File: src/rtl/zxbus_mux_slave_if.sv
// rtl/zxbus_mux_slave_if.sv - ZX-bus front-end signal bundle
// Purpose: groups the Z80 strobes, the FCI mux pins, the captured cycle
// attributes and the per-channel device handshake into one bundle.
// Ports (signals):
//   rd, wr, mrq, iorq   Z80 strobes, active-high, asynchronous to clk
//   fci_in[7:0]         FCI mux data selected by fci_sel
//   fci_sel[1:0]        0=ZA[7:0] 1=ZA[15:8] 2=ZD[7:0]
//   fci_dir             1=bus released (input), 0=drive fci_dout
//   fci_dout[7:0]       read data returned to the Z80
//   zaddr, zdata_in     captured address / write data
//   zxb_rnw, zxb_mni    1=read cycle, 1=memory cycle
//   ch_en, ch_req, ch_stb, ch_rdata   per-channel decode/request/strobe/data
// Modports: slave = the front end, master = the Z80/device side.
interface zxbus_mux_slave_if #(
    parameter int N_CH = 4
);
    logic              rd;
    logic              wr;
    logic              mrq;
    logic              iorq;
    logic [7:0]        fci_in;
    logic [1:0]        fci_sel;
    logic              fci_dir;
    logic [7:0]        fci_dout;
    logic [15:0]       zaddr;
    logic [7:0]        zdata_in;
    logic              zxb_rnw;
    logic              zxb_mni;
    logic [N_CH-1:0]   ch_en;
    logic [N_CH-1:0]   ch_req;
    logic [N_CH-1:0]   ch_stb;
    logic [8*N_CH-1:0] ch_rdata;

    modport slave (
        input  rd, wr, mrq, iorq, fci_in, ch_en, ch_stb, ch_rdata,
        output fci_sel, fci_dir, fci_dout, zaddr, zdata_in, zxb_rnw, zxb_mni, ch_req
    );

    modport master (
        output rd, wr, mrq, iorq, fci_in, ch_en, ch_stb, ch_rdata,
        input  fci_sel, fci_dir, fci_dout, zaddr, zdata_in, zxb_rnw, zxb_mni, ch_req
    );
endinterface

File: src/rtl/zxbus_mux_slave.sv
// rtl/zxbus_mux_slave.sv - ZX-bus slave front end with FCI mux capture and channel arbitration
// Purpose: resynchronises the Z80 strobes, walks the FCI mux to capture
// ZA[15:0]/ZD[7:0], grants the cycle to the lowest decoded channel with a
// req/stb handshake (optional timeout) and returns read data to the Z80.
// Ports:
//   clk          system clock
//   reset_n      asynchronous active-low reset
//   bus          zxbus_mux_slave_if.slave (Z80, FCI and channel signals)
//   busy         high in every state except INIT/IDLE
//   timeout_err  one-cycle pulse when a handshake is aborted
module zxbus_mux_slave #(
    parameter int N_CH        = 4,
    parameter int SYNC_STAGES = 2,
    parameter int SETTLE      = 1,
    parameter int TIMEOUT     = 64
) (
    input  logic                    clk,
    input  logic                    reset_n,
    zxbus_mux_slave_if.slave        bus,
    output logic                    busy,
    output logic                    timeout_err
);
    localparam int GW = (N_CH > 1) ? $clog2(N_CH) : 1;
    localparam int TW = (TIMEOUT > 0) ? $clog2(TIMEOUT + 1) : 1;
    localparam int SW = (SETTLE > 0) ? $clog2(SETTLE + 1) : 1;

    typedef enum logic [2:0] {
        S_INIT, S_IDLE, S_SET_H, S_ADDR_H, S_SET_D, S_DECODE, S_WAIT, S_FINISH
    } state_t;

    // Strobe combinations: bit0=mrd bit1=mwr bit2=ird bit3=iwr
    logic [3:0]                    strobes;
    logic [SYNC_STAGES-1:0][3:0]   sync_q;
    logic                          s_mrd, s_mwr, s_ird, act;

    assign strobes = {bus.iorq & bus.wr, bus.iorq & bus.rd, bus.mrq & bus.wr, bus.mrq & bus.rd};

    always_ff @(posedge clk or negedge reset_n) begin
        if (!reset_n) begin
            sync_q <= '0;
        end else begin
            sync_q[0] <= strobes;
            for (int i = 1; i < SYNC_STAGES; i++) sync_q[i] <= sync_q[i-1];
        end
    end

    assign s_mrd = sync_q[SYNC_STAGES-1][0];
    assign s_mwr = sync_q[SYNC_STAGES-1][1];
    assign s_ird = sync_q[SYNC_STAGES-1][2];
    assign act   = |sync_q[SYNC_STAGES-1];

    state_t            state_q, state_d;
    logic [SW-1:0]     settle_q, settle_d;
    logic [TW-1:0]     tmo_q, tmo_d;
    logic [GW-1:0]     grant_q, grant_d, grant_idx;
    logic [1:0]        sel_q, sel_d;
    logic              dir_q, dir_d;
    logic [7:0]        dout_q, dout_d;
    logic [15:0]       zaddr_q, zaddr_d;
    logic [7:0]        zdata_q, zdata_d;
    logic              rnw_q, rnw_d, mni_q, mni_d;
    logic [N_CH-1:0]   req_q, req_d;
    logic              terr_q, terr_d;
    logic              settle_done, tmo_hit, stb_g;
    logic [7:0]        rdata_g;

    always_ff @(posedge clk or negedge reset_n) begin
        if (!reset_n) begin
            state_q  <= S_INIT;
            settle_q <= '0;
            tmo_q    <= '0;
            grant_q  <= '0;
            sel_q    <= 2'd0;
            dir_q    <= 1'b1;
            dout_q   <= 8'hFF;
            zaddr_q  <= '0;
            zdata_q  <= '0;
            rnw_q    <= 1'b0;
            mni_q    <= 1'b0;
            req_q    <= '0;
            terr_q   <= 1'b0;
        end else begin
            state_q  <= state_d;
            settle_q <= settle_d;
            tmo_q    <= tmo_d;
            grant_q  <= grant_d;
            sel_q    <= sel_d;
            dir_q    <= dir_d;
            dout_q   <= dout_d;
            zaddr_q  <= zaddr_d;
            zdata_q  <= zdata_d;
            rnw_q    <= rnw_d;
            mni_q    <= mni_d;
            req_q    <= req_d;
            terr_q   <= terr_d;
        end
    end

    // Settle states always occupy at least one cycle; with SETTLE=0 the
    // SET_H/SET_D states are skipped altogether.
    assign settle_done = (SETTLE == 0) || (settle_q == SW'(SETTLE - 1));
    assign tmo_hit     = (TIMEOUT != 0) && (tmo_q == TW'(TIMEOUT - 1));
    assign stb_g       = bus.ch_stb[grant_q];
    assign rdata_g     = bus.ch_rdata[{grant_q, 3'b000} +: 8];

    // Lowest-index decode hit wins.
    always_comb begin
        grant_idx = '0;
        for (int i = N_CH - 1; i >= 0; i--) begin
            if (bus.ch_en[i]) grant_idx = GW'(i);
        end
    end

    always_comb begin
        state_d  = state_q;
        settle_d = settle_q;
        tmo_d    = tmo_q;
        grant_d  = grant_q;
        sel_d    = sel_q;
        dir_d    = dir_q;
        dout_d   = dout_q;
        zaddr_d  = zaddr_q;
        zdata_d  = zdata_q;
        rnw_d    = rnw_q;
        mni_d    = mni_q;
        req_d    = req_q;
        terr_d   = 1'b0;
        case (state_q)
            S_INIT: begin
                sel_d = 2'd0;
                if (settle_done) begin
                    settle_d = '0;
                    state_d  = S_IDLE;
                end else begin
                    settle_d = settle_q + 1'b1;
                end
            end
            S_IDLE: begin
                zaddr_d[7:0] = bus.fci_in;
                if (act) begin
                    rnw_d    = s_mrd | s_ird;
                    mni_d    = s_mrd | s_mwr;
                    sel_d    = 2'd1;
                    settle_d = '0;
                    state_d  = (SETTLE == 0) ? S_ADDR_H : S_SET_H;
                end
            end
            S_SET_H: begin
                if (settle_done) begin
                    settle_d = '0;
                    state_d  = S_ADDR_H;
                end else begin
                    settle_d = settle_q + 1'b1;
                end
            end
            S_ADDR_H: begin
                zaddr_d[15:8] = bus.fci_in;
                sel_d         = 2'd2;
                settle_d      = '0;
                state_d       = (SETTLE == 0) ? S_DECODE : S_SET_D;
            end
            S_SET_D: begin
                if (settle_done) begin
                    settle_d = '0;
                    state_d  = S_DECODE;
                end else begin
                    settle_d = settle_q + 1'b1;
                end
            end
            S_DECODE: begin
                tmo_d = '0;
                if (!(|bus.ch_en)) begin
                    state_d = S_FINISH;
                end else begin
                    grant_d            = grant_idx;
                    req_d              = '0;
                    req_d[grant_idx]   = 1'b1;
                    if (rnw_q) begin
                        dir_d  = 1'b0;
                        dout_d = 8'hFF;
                    end else begin
                        zdata_d = bus.fci_in;
                    end
                    state_d = S_WAIT;
                end
            end
            S_WAIT: begin
                // Strobe is tested first so it wins on the timeout cycle.
                if (stb_g) begin
                    req_d = '0;
                    if (rnw_q) dout_d = rdata_g;
                    state_d = S_FINISH;
                end else if (tmo_hit) begin
                    req_d   = '0;
                    terr_d  = 1'b1;
                    state_d = S_FINISH;
                end else begin
                    tmo_d = tmo_q + 1'b1;
                end
            end
            S_FINISH: begin
                if (!act) begin
                    dir_d    = 1'b1;
                    sel_d    = 2'd0;
                    settle_d = '0;
                    state_d  = S_INIT;
                end
            end
            default: state_d = S_INIT;
        endcase
    end

    assign bus.fci_sel  = sel_q;
    assign bus.fci_dir  = dir_q;
    assign bus.fci_dout = dout_q;
    assign bus.zaddr    = zaddr_q;
    assign bus.zdata_in = zdata_q;
    assign bus.zxb_rnw  = rnw_q;
    assign bus.zxb_mni  = mni_q;
    assign bus.ch_req   = req_q;
    assign busy         = (state_q != S_INIT) && (state_q != S_IDLE);
    assign timeout_err  = terr_q;
endmodule

File: src/flat_wrapper.sv
// flat-port wrapper written by rule: the top's interface ports become plain ports
module zxbus_mux_slave_flat 
#(
    parameter int N_CH        = 4,
    parameter int SYNC_STAGES = 2,
    parameter int SETTLE      = 1,
    parameter int TIMEOUT     = 64
)
  (clk, reset_n, busy, timeout_err, bus_rd, bus_wr, bus_mrq, bus_iorq, bus_fci_in, bus_ch_en, bus_ch_stb, bus_ch_rdata, bus_fci_sel, bus_fci_dir, bus_fci_dout, bus_zaddr, bus_zdata_in, bus_zxb_rnw, bus_zxb_mni, bus_ch_req);
  zxbus_mux_slave_if #(.N_CH(N_CH)) bus_i ();
  input  logic clk;
  input  logic reset_n;
  output logic busy;
  output logic timeout_err;
  input wire logic [$bits(bus_i.rd)-1:0] bus_rd;
  input wire logic [$bits(bus_i.wr)-1:0] bus_wr;
  input wire logic [$bits(bus_i.mrq)-1:0] bus_mrq;
  input wire logic [$bits(bus_i.iorq)-1:0] bus_iorq;
  input wire logic [$bits(bus_i.fci_in)-1:0] bus_fci_in;
  input wire logic [$bits(bus_i.ch_en)-1:0] bus_ch_en;
  input wire logic [$bits(bus_i.ch_stb)-1:0] bus_ch_stb;
  input wire logic [$bits(bus_i.ch_rdata)-1:0] bus_ch_rdata;
  output wire logic [$bits(bus_i.fci_sel)-1:0] bus_fci_sel;
  output wire logic [$bits(bus_i.fci_dir)-1:0] bus_fci_dir;
  output wire logic [$bits(bus_i.fci_dout)-1:0] bus_fci_dout;
  output wire logic [$bits(bus_i.zaddr)-1:0] bus_zaddr;
  output wire logic [$bits(bus_i.zdata_in)-1:0] bus_zdata_in;
  output wire logic [$bits(bus_i.zxb_rnw)-1:0] bus_zxb_rnw;
  output wire logic [$bits(bus_i.zxb_mni)-1:0] bus_zxb_mni;
  output wire logic [$bits(bus_i.ch_req)-1:0] bus_ch_req;
  assign bus_i.rd = bus_rd;
  assign bus_i.wr = bus_wr;
  assign bus_i.mrq = bus_mrq;
  assign bus_i.iorq = bus_iorq;
  assign bus_i.fci_in = bus_fci_in;
  assign bus_i.ch_en = bus_ch_en;
  assign bus_i.ch_stb = bus_ch_stb;
  assign bus_i.ch_rdata = bus_ch_rdata;
  assign bus_fci_sel = bus_i.fci_sel;
  assign bus_fci_dir = bus_i.fci_dir;
  assign bus_fci_dout = bus_i.fci_dout;
  assign bus_zaddr = bus_i.zaddr;
  assign bus_zdata_in = bus_i.zdata_in;
  assign bus_zxb_rnw = bus_i.zxb_rnw;
  assign bus_zxb_mni = bus_i.zxb_mni;
  assign bus_ch_req = bus_i.ch_req;
  zxbus_mux_slave #(.N_CH(N_CH), .SYNC_STAGES(SYNC_STAGES), .SETTLE(SETTLE), .TIMEOUT(TIMEOUT)) u_core (.clk(clk), .reset_n(reset_n), .bus(bus_i), .busy(busy), .timeout_err(timeout_err));
endmodule
File: config.mk
export PLATFORM = sky130hd
export DESIGN_NAME = zxbus_mux_slave_flat
export DESIGN_NICKNAME = d
export VERILOG_FILES = /design/src/rtl/zxbus_mux_slave_if.sv /design/src/rtl/zxbus_mux_slave.sv /design/src/flat_wrapper.sv
export SDC_FILE = /design/constraint.sdc
export NUM_CORES = 1
export LEC_CHECK = 0
export BUFFER_PORTS_ARGS = -buffer_cell sky130_fd_sc_hd__buf_2
export CORE_UTILIZATION = 55
export CTS_BUF_LIST = sky130_fd_sc_hd__clkbuf_8
export DETAILED_ROUTE_END_ITERATION = 10
export MAX_ROUTING_LAYER = met4
export PLACE_DENSITY = 0.95
export RECOVER_POWER = 25
export SYNTH_ARGS = -nofsm -noshare
export SYNTH_HDL_FRONTEND = slang
export SYNTH_SLANG_ARGS = --single-unit
File: constraint.sdc
create_clock -name clk -period 2.8 [get_ports clk]
set_clock_uncertainty 0.05 [all_clocks]
set_input_delay 0 -clock clk [delete_from_list [all_inputs] [get_ports clk]]
set_output_delay 0 -clock clk [all_outputs]
set_load 0.02 [all_outputs]
==> Word-level counts from Yosys, hierarchy flattened <==
Cells that the tools add are included.
{ "word_totals": {"register_bits": 63, "input_bits": 54} }
{ "classes": {"n_addsub": 2, "n_lt_le_gt_ge": 3, "eq_ne": 21, "n_shift": 1, "muxes": 43, "bitwise": 7, "n_reduce_logical": 21} }
{ "ops": {"columns": ["op", "count"], "rows": [
  ["$mux W8", 4],
  ["$shiftx A32 B6 Y8", 1],
  ["$pmux W3 S8", 1],
  ["$mux W3", 7],
  ["$pmux W8 S2", 1],
  ["$reduce_and A3 Y1", 5],
  ["$mux W7", 2],
  ["$pmux W7 S2", 1],
  ["$eq A3 B3 Y1 const B", 4],
  ["$mux W1", 12],
  ["$mux W2", 6],
  ["$mux W4", 3],
  ["$ne A2 B2 Y1 const B", 6],
  ["$ne A2 B1 Y1 const B", 5],
  ["$pmux W2 S4", 1],
  ["$pmux W4 S2", 1],
  ["$reduce_bool A4 Y1", 2],
  ["$reduce_or A4 Y1", 2],
  ["$add A7 B1 Y7 const B", 1],
  ["$eq A7 B6 Y1 const B", 1],
  ["$eq A3 B2 Y1 const B", 2],
  ["$lt A2 B3 Y1 const B", 2],
  ["$ne A3 B1 Y1 const B", 2],
  ["$reduce_and A6 Y1", 1],
  ["18 further kinds", 25]
]} }

==> Logic depth before layout (Yosys ltp) <==
Gate-level depths: netlist (run 1).
{ "logic_depth": {"ltp_word": 10, "mapped_depth": 6, "ltp_nobuf": 5} }

==> Worst setup path after synthesis (run 1) <==
OpenSTA, ideal clock, no wires.
{ "synth_timing": {"path_type": "reg2reg", "start": "reg u_core.grant_q[0]", "end": "reg u_core.tmo_q[2]", "setup_time_ns": 0.124, "arrival_ns": 1.562, "required_time_ns": 2.626, "path_slack_ns": 1.063, "path_stages_with_launch": 6, "path_buffers": 1, "period_less_slack_ns": 1.737, "path_cell_list": "dfrtp_1 mux4_2 a211o_1 buf_6 a211oi_1 nor2_1"} }
{ "synth_between": {"elab_chain_len": 4} }
{ "synth_rtl": {"columns": ["item", "line_no", "source"], "rows": [
  ["start, declared", "zxbus_mux_slave.sv:55", "logic [GW-1:0] grant_q, grant_d, grant_idx;"],
  ["start signal, assigned", "zxbus_mux_slave.sv:86", "grant_q <= grant_d;"],
  ["$bmux W1 S2", "zxbus_mux_slave.sv:103", "assign stb_g = bus.ch_stb[grant_q];"],
  ["$mux W1 (not written as such)", "zxbus_mux_slave.sv:103", null],
  ["$ne A2 B2 Y1 (no line)", null, null],
  ["$reduce_and A3 Y1 (no line)", null, null],
  ["end signal, assigned", "zxbus_mux_slave.sv:85", "tmo_q <= tmo_d;"],
  ["end, declared", "zxbus_mux_slave.sv:54", "logic [TW-1:0] tmo_q, tmo_d;"]
]} }
No other way between the ends. The select of a mux whose other input is x is not followed.
A chain may end at the register's enable or synchronous reset.

==> Worst setup path after layout (run 1) <==
{ "layout_timing": {"start": "reg u_core.state_q[2]", "end": "reg u_core.zdata_q[1] (netlist: u_core.bus.zdata_in[1])"} }
{ "layout_between": {"elab_chain_len": 2} }
{ "layout_rtl": {"columns": ["item", "line_no", "source"], "rows": [
  ["start, declared", "zxbus_mux_slave.sv:52", "state_t state_q, state_d;"],
  ["start signal, assigned", "zxbus_mux_slave.sv:83", "state_q <= state_d;"],
  ["$eq A3 B3 Y1", "zxbus_mux_slave.sv:128", "case (state_q)"],
  ["$reduce_and A3 Y1 (no line)", null, null],
  ["end signal, assigned", "zxbus_mux_slave.sv:91", "zdata_q <= zdata_d;"],
  ["end, declared", "zxbus_mux_slave.sv:60", "logic [7:0] zdata_q, zdata_d;"]
]} }
No other way between the ends.

==> results of run 1 <==
Yosys cell counts, drive strengths merged, types with 2 or more instances:
cell type / n
a211oi: 2
a21boi: 2
a21o: 3
a21oi: 10
a22o: 4
a32o: 2
and2: 4
and3b: 2
buf: 5
clkbuf: 5
dfrtp: 53
dfstp: 9
inv: 3
mux2: 24
mux4: 9
nand2: 13
nand2b: 2
nand3: 9
nand3b: 2
nor2: 11
nor3: 4
nor4: 2
o21ai: 9
o22a: 9
or2: 2
cell families after synthesis:
logic type | synth area share [%]
DFF | 57.0
and+or+nand+nor | 10.9
muxes | 17.3
xor gates and xnor gates | 0.320
buffers and inverters | 2.24
adders and majority gates | 0.457
AOI/OAI and AO/OA | 11.8
power breakdown:
group	internal [uW]	switching, uW
Sequential	1270	295
Combinational	698	920
Clock	542	341
Total	2510	1560
registers in the layout, summed over array words and instances (netlist names):
register and cells:
u_core.bus.zaddr 16, u_core.bus.fci_dout 8, u_core.bus.zdata_in 8, u_core.tmo_q 7, u_core.sync_q 5, u_core.bus.ch_req 4, u_core.state_q 3, u_core.bus.fci_sel 2
u_core.grant_q 2, u_core.bus.fci_dir 1, u_core.bus.zxb_mni 1, u_core.bus.zxb_rnw 1, u_core.s_ird 1, u_core.s_mrd 1, u_core.s_mwr 1, u_core.timeout_err 1
routing by layer:
metal / part of all wire, % / global-route usage (%)
met1: 38 / 32.4
met5: 0 / -
met3: 7.8 / 7.46
met2: 52 / 52.9
met4: 2.6 / 18.1
worst max-delay path, cell delays in order, from the launching register on:
cell	delay, ns
dfrtp_1	0.63
nand3b_1	0.41
a21o_1	0.31
nor2_2	0.37
mux2_1	0.38
path summary, 6_finish.rpt:
check,startpoint,to,slack [ns],depth (start not counted)
max,u_core.state_q[2],u_core.bus.zdata_in[1],0.53,4
min,bus_ch_rdata[25],u_core.bus.fci_dout[1],0.05,3
max reg2reg,u_core.state_q[2],u_core.bus.zdata_in[1],0.53,4
min reg2reg,u_core.sync_q[0],u_core.s_mrd,0.30,0
max in group asynchronous,reset_n,u_core.bus.fci_dir,0.91,3
min in group asynchronous,reset_n,u_core.tmo_q[6],0.56,2
stage by stage:
step / hold slack [ns] / worst slack, ns / power [uW]
after floorplan: -0.346 / 1.06 / 2630
after global placement: 0.0117 / 0.740 / 3070
after detailed placement: 0.0189 / 0.614 / 3160
after CTS: 0.0362 / 0.577 / 4080
after global routing: 0.0415 / 0.439 / 4290
final: 0.0468 / 0.529 / 4070
area by class of cell:
cell class	instances	area, um2	share of cell area (%)
Sequential cell	62	1560	42.6
Multi-Input combinational cell	137	1120	30.4
Timing Repair Buffer	117	674	18.4
Clock buffer	11	151	4.13
Tap cell	67	83.8	2.28
Clock inverter	4	70.1	1.91
Inverter	3	11.3	0.307
placed cells by master, fill, tap and decap left out, types with 5 or more instances in the layout:
cell type,instances
o22a_1,9
mux2_2,8
dfstp_2,9
mux2_1,16
clkbuf_1,7
mux4_2,9
a21oi_1,10
dlygate4sd3_1,18
dfrtp_1,53
o21ai_1,5
nand3_1,9
nand2_1,13
clkbuf_8,11
buf_2,89
nor2_1,10
==> metrics.md, run 1 <==
| Metric | Value |
|---|---|
| DP Area | around 3300 um2 |
| Final ANT Viol Nets | 0 |
| Syn nets | 267 |
| Post-layout util | 77.2% |
| CTS tree | done |
| Share of cells above drive strength 1 | 41.0% |
| Synth area leader | dfrtp_1 |
| Lkg Pwr | roughly 0.0017 uW |
| CTS root buf | clkbuf_8 |
| Vias in the first global route | 2462 |
| DR WL/cell | 17.7 um |
| Max clock buf depth | 2 |
| Total negative slack | 0 ns |
| #FFs+latches synth | 62 |
| Synth warnings | 0 |
| Final Non-Filler Cells | 401 |
| Final hold viol count | 0 |
| Post-DP HPWL | 4800 um |
| Worst endpoint required time | just under 3 ns |
| Worst Path Arrival | ~2.4 ns |
| CP Class | reg2reg |
| Hold WC Path Type | in2reg |
| Max-slew headroom | -9.33% |
| Average cell area after synthesis | 12.9 um2 |
| Max VDD drop | about 730 uV |
| Max FO, Critical Path | 17 |
| Async set-reset flop share out of synthesis | 100% |
| Detailed Routing Iterations Pass 1 | 4 |
| F_max | 440 MHz |
| Pin count of the biggest net entering global routing | 34 |
| Core ar. | approximately 4800 um2 |
| Aggregate routed wire length | just over 7000 um |
| Standard-cell rows | 25 |
| Initial antenna violation count | 0 |
| Ports | 97 |
| Layout fillers | 327 |
| Fin crit share | 81.1% |
| Drt drc | 0 |
| Yosys cell types | 43 |
| Synth-to-Final Area Change | 33.9% |
| Post-layout net count | 385 |
| Starting Density | 57.6% |
| Yosys top cell area share | roughly 48% |
| Ant. Diodes | 0 |
| Reg clk slew, reported paths | 0.07 ns |
| Die Ht | 72.6 um |
| DP Cell Count | 368 |
| Tmin final | 2.27 ns |
| Clock sink count | between 60 and 70 |
| Synthesized area | 2740 um2 |
| Dominant synthesized flop cell | dfrtp_1 |
| Hold-fix buffers at CTS | 18 |
| Clock Latency Late Sink | 0.34 ns |
| Synthesized instance count | 212 |
| Full die area | 5270 um2 |
| Crit start category | register |
| First-pass GRT wire length | 11400 um |
| Postcts setup bufs | 0 |
| Die X | 72.6 um |
| Max-cap violation count | 1 |
| PostCTS Resize Cnt | 0 |
| Status | complete, but fails checks |
| Power per cell area | 1110 nW/um2 |
| Failing checks | max-capacitance violations, max-slew violations |
| Slew Limit Fails | 31 |
| H-tree Lvls | 3 |
| Avg Vias per Cell | 5.70 |
| Worst Max-Slew Pin Slew | 1.64 ns |
| RSZ-0062 raised after global routing | no |
| Endpoints failing setup | 0 |
| Vias | 2286 |
| Crit. End Element | register |
| Post-synth EDFFs | 0 |
| Finished Cell Area | 3670 um2 |
| Top cells by area, synth | dfrtp_1, dfstp_2, mux4_2 |
| TritonCTS Buffers | 9 |
| Global route overflow | 0 |
| I/O Buffers | between 90 and 100 |
| Initial DRC Count | 200 |
| Register area share after synthesis | 57.0% |
| Total track usage | 30.9% |
| GP Congestion | 0.892 |
(Power assumes the default switching activity.)
==> run 2, diff against run 1 <==
--- a/config.mk
+++ b/config.mk
@@ -5,12 +5,13 @@
 export SDC_FILE = /design/constraint.sdc
 export NUM_CORES = 1
 export LEC_CHECK = 0
+export ABC_AREA = 1
 export BUFFER_PORTS_ARGS = -buffer_cell sky130_fd_sc_hd__buf_2
-export CORE_UTILIZATION = 55
+export CORE_UTILIZATION = 53
 export CTS_BUF_LIST = sky130_fd_sc_hd__clkbuf_8
 export DETAILED_ROUTE_END_ITERATION = 10
 export MAX_ROUTING_LAYER = met4
-export PLACE_DENSITY = 0.95
+export PLACE_DENSITY = 0.91
 export RECOVER_POWER = 25
 export SYNTH_ARGS = -nofsm -noshare
 export SYNTH_HDL_FRONTEND = slang
==> constraint.sdc (replaced) <==
create_clock -name clk -period 2.25 [get_ports clk]
set_clock_uncertainty 0.05 [all_clocks]
set_input_delay 0 -clock clk [delete_from_list [all_inputs] [get_ports clk]]
set_output_delay 0 -clock clk [all_outputs]
set_load 0.02 [all_outputs]
==> run 2 against run 1 <==
The flow still finishes with violations (max-capacitance violations, max-slew violations). Global-route usage decreased by 3.7 points. Critical path depth grew 3. Sequential cell count unchanged. Sequential power is 21% higher. Final cell count up 44%. Register-to-register slack got worse by 0.12 ns. Critical path type unchanged. Largest power group unchanged.
==> metrics.md, run 2 <==
| Metric | Value |
|---|---|
| CP Buf/Inv Count | 1 (+1) |
| Post-synth EDFFs | 0 (unchanged) |
| Total track usage | 27.1% (-3.7 points) |
| Synthesized instance count | 388 (+83%) |
| Max-cap violation count | 1 (unchanged) |
| Compound-Gate Fraction of Synth Area | 7.40% (-4.4 points) |
| Register area share after synthesis | 51.1% (-6.0 points) |
| CTS tree | done |
| Flop pwr share | 36.3% (-2.2 points) |
| Global route overflow | 0 (unchanged) |
| Worst Max-Slew Pin Slew | 1.60 ns (-0.0424 ns) |
| First-pass GRT wire length | 12500 um (+9.1%) |
| Synth-to-Final Area Change | 29.2% |
| Power per cell area | 1320 nW/um2 (+20%) |
| Synth area leader | dfrtp_1 |
| Synth warnings | 0 (unchanged) |
| Most frequent cells in the layout | nand2_1, buf_2, dfrtp_1 |
| Synthesized area | 3060 um2 (+12%) |
| RSZ-0062 raised after global routing | no |
| CTS root buf | clkbuf_8 |
| Syn nets | 443 (+66%) |
| Yosys cell types | 28 (-35%) |
| DP Cell Count | 546 (+48%) |
| Starting Density | 55.2% (-2.4 points) |
| Max FO, Critical Path | 11 (-6) |
| Slew Limit Fails | 30 (-3.2%) |
| Share of cells above drive strength 1 | 27.4% (-14 points) |
| Status | complete, but fails checks |
| Crit. End Element | register |
| Final Non-Filler Cells | 579 (+44%) |
| Dominant synthesized flop cell | dfrtp_1 |
| CP Class | reg2reg |
| Max clock buf depth | 2 (unchanged) |
| Die Ht | 78.0 um (+7.4%) |
| Failing checks | max-capacitance violations, max-slew violations |
| Worst endpoint required time | 2.48 ns (-0.49 ns) |
| Commonest cells post-synth | nand2_1, dfrtp_1, nand3_1 |
| Total negative slack | 0 ns (unchanged) |
| Comb pwr share | 44.5% (+4.7 points) |
| Avg Vias per Cell | 5.12 (-10%) |
| Cell Chain, Critical Path | clkinv_1 -> nand3_1 -> nand2_1 -> nand2_2 -> nand3_4 -> nand2_1 -> nand2_1 |
| Synth Area in XOR/XNOR | 0% (-0.32 points) |
| Initial DRC Count | 210 (+5.0%) |
| Vias in the first global route | 2966 (+20%) |
| Standard-cell rows | 27 (+8.0%) |
| Slowest CP cell | dfrtp_1 |
| Vias | 2967 (+30%) |
| Clock sink count | 62 (unchanged) |
| Detailed Routing Iterations Pass 1 | 4 (unchanged) |
| Layout fillers | 429 (+31%) |
| Lkg Pwr | 0.00214 uW (+27%) |
| Dpl ws | 0.445 ns (-0.169 ns) |
| Clock Power Share | 19.2% (-2.5 points) |
| Sw Pwr | 2340 uW (+50%) |
| Yosys top cell area share | 43.3% (-5.1 points) |
| Core ar. | 5540 um2 (+17%) |
| Hold WC Path Type | in2reg |
| Async set-reset flop share out of synthesis | 100% (unchanged) |
| Worst path max stage delay | 0.58 ns (-0.05 ns) |
| Max reg flops | 16 (unchanged) |
| Crit path max-delay family | simple AND/OR/NAND/NOR gates |
| Mux cell area share after synthesis | 0% (-17 points) |
| Aggregate routed wire length | 7300 um (+3.0%) |
| Post-layout net count | 557 (+45%) |
| TritonCTS Buffers | 9 (unchanged) |
| H-tree Lvls | 3 (unchanged) |
| Die X | 78.0 um (+7.4%) |
| Ant. Diodes | 0 (unchanged) |
| Tmin final | 1.84 ns (-0.428 ns) |
| Endpoints failing setup | 0 (unchanged) |
| Final ANT Viol Nets | 0 (unchanged) |
| #FFs+latches synth | 62 (unchanged) |
| Initial antenna violation count | 0 (unchanged) |
| Final hold viol count | 0 (unchanged) |
| Post-DP HPWL | 5000 um (+4.0%) |
| DR WL/cell | 12.6 um (-29%) |
| Simple-gate area share of the yosys netlist | 34.3% (+23 points) |
| Most common cell after layout, fill and taps aside | nand2_1 |
| Max-slew headroom | -6.50% (+2.8 points) |
| F_max | 543 MHz (+23%) |
| Crit start category | register |
| Max VDD drop | 912 uV (+25%) |
| Final setup margin | 0.407 ns (-0.122 ns) |
| Main combinational cell family by area after synthesis | simple AND/OR/NAND/NOR gates |
| GP Congestion | 0.856 (-4.0%) |
| Fin crit share | 81.9% (+0.80 points) |
| Clock Latency Late Sink | 0.34 ns (about the same) |
| Ports | 97 (unchanged) |
| Top cells by area, synth | dfrtp_1, nand2_1, nand3_1 |
| PostCTS Resize Cnt | 0 (unchanged) |
| Reg clk slew, reported paths | 0.07 ns (about the same) |
| Switching share of power | 44.7% (+6.4 points) |
| Average cell area after synthesis | 7.89 um2 (-39%) |
| Post-synthesis adder-cell area fraction | 0.409% (-0.048 points) |
| Full die area | 6080 um2 (+15%) |
| I/O Buffers | 96 (unchanged) |
| Cell with the most instances after synthesis | nand2_1 |
| Finished Cell Area | 3960 um2 (+7.8%) |
| Pin count of the biggest net entering global routing | 34 (unchanged) |
| Worst Path Arrival | 2.07 ns (-0.37 ns) |
| Worst path most repeated cell | nand2_1 |
| DP Area | 3580 um2 (+9.4%) |
| Drt drc | 0 (unchanged) |
| Internal power | 2900 uW (+15%) |
## run 2: cell count changes in the layout (fill, tap and decap cells not counted), moves of 5 or more
cell	previous run	this run
mux4_2	9	0
mux2_1	16	0
nor2_1	10	20
o21ai_2	0	8
a21oi_1	10	1
mux2_2	8	0
o22a_1	9	0
nand3_1	9	49
o21ai_0	4	23
nand2_2	0	5
inv_1	3	31
nand2_1	13	157
## run 2: final cells by class
| class | count | area, um2 | share of cell area [%] |
|---|---|---|---|
| Sequential cell | 62 | 1560 | 39.5 |
| Tap cell | 72 | 90.1 | 2.28 |
| Multi-Input combinational cell | 279 | 1290 | 32.6 |
| Timing Repair Buffer | 115 | 669 | 16.9 |
| Inverter | 35 | 134 | 3.38 |
| Clock buffer | 10 | 138 | 3.48 |
| Clock inverter | 6 | 71.3 | 1.80 |
## run 2: power by group through the flow
stage	registers, uW	clock network [uW]	logic (uW)
floorplan	2260	0	1290
global placement	1890	0	2220
detailed placement	1910	0	2290
CTS	1900	1020	2330
global route	1950	1070	2590
finish	1900	1010	2330
## run 2: metrics by stage
stage                     power [uW]  hold slack (ns)  util [%]
after floorplan                 3550           -0.346         -
after global placement          4110          0.00749      64.7
after detailed placement        4200           0.0157      64.7
after CTS                       5250          0.00246      71.5
after global routing            5610           0.0432      71.4
final                           5240           0.0153      71.4
## run 2: final timing paths
| check | from | cells past startpoint | endpoint | slack, ns |
|---|---|---|---|---|
| min in group asynchronous | reset_n | 2 | u_core.timeout_err | 0.55 |
| hold reg to reg | u_core.sync_q[0] | 0 | u_core.s_mrd | 0.30 |
| setup / recovery | u_core.grant_q[1] | 7 | u_core.bus.fci_dout[2] | 0.41 |
| setup reg to reg | u_core.grant_q[1] | 7 | u_core.bus.fci_dout[2] | 0.41 |
| max in group asynchronous | reset_n | 2 | u_core.bus.zaddr[14] | 0.66 |
| hold / removal | bus_ch_en[2] | 5 | u_core.bus.ch_req[2] | 0.02 |
## run 2: tightest hold or removal path, stage by stage
cell	delay, ns
buf_2	0.12
nand3_1	0.08
nor2_1	0.04
nand3_1	0.07
nand2_1	0.05
## run 2: kinds of logic after synthesis
kind of cell,after synthesis
AO/OA/AOI/OAI,36
adder cells (fa/ha/maj),1
buffers and inverters,47
flip-flops,62
AND/OR/NAND/NOR,242
## run 2: repair_timing
item                      in CTS  in global routing
setup buffers                  0                  0
hold endpoints to repair      50                  0
hold buffers                  17                  0
## run 2: layer usage
layer  up-vias  track usage [%]  wire length, um
li1       1455                -                -
met1      1376             30.7             3130
met2       119             45.8             3530
met3        17             6.00              493
met4         0             12.8              146
met5         -                -                0
==> run 3, diff against run 2 <==
--- a/config.mk
+++ b/config.mk
@@ -7,11 +7,11 @@
 export LEC_CHECK = 0
 export ABC_AREA = 1
 export BUFFER_PORTS_ARGS = -buffer_cell sky130_fd_sc_hd__buf_2
-export CORE_UTILIZATION = 53
+export CORE_UTILIZATION = 48
 export CTS_BUF_LIST = sky130_fd_sc_hd__clkbuf_8
 export DETAILED_ROUTE_END_ITERATION = 10
 export MAX_ROUTING_LAYER = met4
-export PLACE_DENSITY = 0.91
+export PLACE_DENSITY = 0.87
 export RECOVER_POWER = 25
 export SYNTH_ARGS = -nofsm -noshare
 export SYNTH_HDL_FRONTEND = slang
==> constraint.sdc (replaced) <==
create_clock -name clk -period 1.55 [get_ports clk]
set_clock_uncertainty 0.05 [all_clocks]
set_input_delay 0 -clock clk [delete_from_list [all_inputs] [get_ports clk]]
set_output_delay 0 -clock clk [all_outputs]
set_load 0.02 [all_outputs]
==> run 3 against run 2 <==
The flow now finishes without violations. Power increased by 54%. Largest cell class unchanged. Highest routed layer unchanged. Critical endpoint is now u_core.bus.fci_dout[0]. Global-route usage decreased by 0.27 points. Final cell count increased by 3.5%.
==> metrics.md, run 3 (synthesis results as in run 2) <==
| Metric | Value |
|---|---|
| Worst path max stage delay | 0.45 ns (-0.13 ns) |
| Initial DRC Count | 186 (-11%) |
| Drt drc | 0 (unchanged) |
| Power per cell area | 1950 nW/um2 (+47%) |
| Reg clk slew, reported paths | 0.07 ns (about the same) |
| Worst hold margin | 0.0113 ns (-0.00404 ns) |
| Worst Reg-to-Reg Cells | 7 (unchanged) |
| Final hold viol count | 0 (unchanged) |
| R2r startpoint | u_core.grant_q[1] |
| Hold EP | u_core.bus.ch_req[1] |
| Slowest CP cell | dfrtp_1 |
| Share of cells above drive strength 1 | 32.6% (+5.2 points) |
| Die X | 81.9 um (+4.9%) |
| R2r endpoint | u_core.bus.fci_dout[0] |
| Worst path most repeated cell | nand2_1 |
| Global route overflow | 0 (unchanged) |
| Tmin final | 1.48 ns (-0.363 ns) |
| Die Ht | 81.9 um (+4.9%) |
| Crit. End Element | register |
| CTS root buf | clkbuf_8 |
| Vias in the first global route | 2997 (+1.0%) |
| Final ANT Viol Nets | 0 (unchanged) |
| Standard-cell rows | 28 (+3.7%) |
| RSZ-0062 raised after global routing | no |
| Max-slew headroom | 41.1% (+48 points) |
| Max-cap violation count | 0 (-1) |
| Initial antenna violation count | 0 (unchanged) |
| DP Cell Count | 561 (+2.7%) |
| GR peak layer | met2 |
| Crit start category | register |
| Ant. Diodes | 0 (unchanged) |
| Avg Vias per Cell | 5.23 (+2.0%) |
| Fin crit share | 95.5% (+14 points) |
| Max VDD drop | 1410 uV (+54%) |
| Full die area | 6700 um2 (+10%) |
| Core ar. | 6030 um2 (+8.8%) |
| Most frequent cells in the layout | nand2_1, buf_2, nand3_1, dfrtp_1, inv_1 |
| Post-DP HPWL | 5460 um (+9.3%) |
| Cells on Worst Hold Path | 5 (unchanged) |
| Crit path max-delay family | simple AND/OR/NAND/NOR gates |
| CTS tree | done |
| DR WL/cell | 13.7 um (+8.8%) |
| Clock Latency Late Sink | 0.34 ns (about the same) |
| FF-to-FF setup slack | 0.07 ns (-0.34 ns) |
| Ports | 97 (unchanged) |
| Lkg Pwr | 0.00228 uW (+6.2%) |
| GP Congestion | 0.848 (-0.99%) |
| F_max | 676 MHz (+25%) |
| TritonCTS Buffers | 9 (unchanged) |
| First-pass GRT wire length | 13100 um (+5.0%) |
| Detailed Routing Iterations Pass 1 | 5 (+1) |
| Clock sink count | 62 (unchanged) |
| Slew Limit Fails | 0 (-100%) |
| Met3 usage | 8.00% (+2.0 points) |
| Worst endpoint required time | 1.77 ns (-0.71 ns) |
| Worst Path Arrival | 1.70 ns (-0.37 ns) |
| Status | complete, no violations |
| Worst hold start | bus_ch_en[1] |
| Cell Chain, Critical Path | clkinv_1 -> nand3_1 -> nand2_2 -> nand2_4 -> nand3_4 -> nand2_1 -> nand2_1 |
| Endpoints failing setup | 0 (unchanged) |
| Vias | 3130 (+5.5%) |
| Hold WC Path Type | in2reg |
| Max clock buf depth | 2 (unchanged) |
| Total track usage | 26.9% (-0.27 points) |
| Routing usage on met1 | 31.1% (+0.39 points) |
| Pin count of the biggest net entering global routing | 38 (+12%) |
| Final Non-Filler Cells | 599 (+3.5%) |
| Critical path depth | 7 (unchanged) |
| CP Buf/Inv Count | 1 (unchanged) |
| Synth-to-Final Area Change | 35.5% |
| Worst Max-Slew Pin Slew | 0.883 ns (-0.714 ns) |
| Aggregate routed wire length | 8220 um (+13%) |
| GR met2 Demand/Resource | 44.5% (-1.3 points) |
| I/O Buffers | 96 (unchanged) |
| Post-layout net count | 574 (+3.1%) |
| Starting Density | 50.8% (-4.5 points) |
| CP Class | reg2reg |
| H-tree Lvls | 3 (unchanged) |
| Max FO, Critical Path | 10 (-1) |
| Most common cell after layout, fill and taps aside | nand2_1 |
| Max reg flops | 16 (unchanged) |
## run 3: per-stage QoR
step	instance area [um2]	TNS, ns	power, uW	setup slack, ns	utilization, %
2_1_floorplan	3060	0	5150	0.0866	-
3_3_place_gp	3680	0	6160	0.0456	61.0
3_5_place_dp	3680	-0.192	6320	-0.0369	61.0
4_1_cts	4050	-0.0151	7920	-0.0104	67.2
5_1_grt	4150	0	8660	0.00207	68.8
6_report	4150	0	8080	0.0702	68.8
## run 3: repair_timing
action | 4_1_cts | 5_1_grt
cloned | 0 | 2
gates resized for setup | 1 | 13
buffers inserted | 0 | 5
hold buffers | 15 | 0
endpoints found under the hold margin | 85 | 0
pin swaps | 0 | 2
endpoints found under the setup margin | 11 | 30
## run 3: tightest hold or removal path: stages
cell     delay [ns]
buf_2          0.11
nand2_1        0.06
nor2_1         0.05
nand3_1        0.07
nand2_1        0.06
## run 3: report_power, final
part	total (uW)	internal, uW	switching, uW
Clock	1530	896	633
Sequential	2750	2330	424
Combinational	3800	1320	2480
## run 3: layout make-up
cell class / instances / area, um2
Tap cell: 75 / 93.8
Fill cell: 486 / 1880
Inverter: 35 / 134
Timing Repair Buffer: 130 / 785
Multi-Input combinational cell: 281 / 1350
Clock buffer: 9 / 124
Sequential cell: 62 / 1570
Clock inverter: 7 / 90.1
## run 3: worst max path at each step
stage / slack (ns) / from / to
final: 0.07 / u_core.grant_q[1] / u_core.bus.fci_dout[0]
after global routing: 0.002 / u_core.tmo_q[1] / u_core.tmo_q[4]
after CTS: -0.01 / u_core.tmo_q[0] / u_core.tmo_q[6]
after detailed placement: -0.04 / u_core.state_q[1] / u_core.bus.zdata_in[1]
after global placement: 0.05 / u_core.state_q[1] / u_core.bus.zdata_in[7]
after floorplan: 0.09 / u_core.tmo_q[0] / u_core.state_q[2]
## run 3: routing by layer
metal	vias up	wire (um)	part of all wire (%)
li1	1493	-	-
met1	1487	3390	41
met2	130	4070	50
met3	20	588	7.2
met4	0	173	2.1
met5	-	0	0
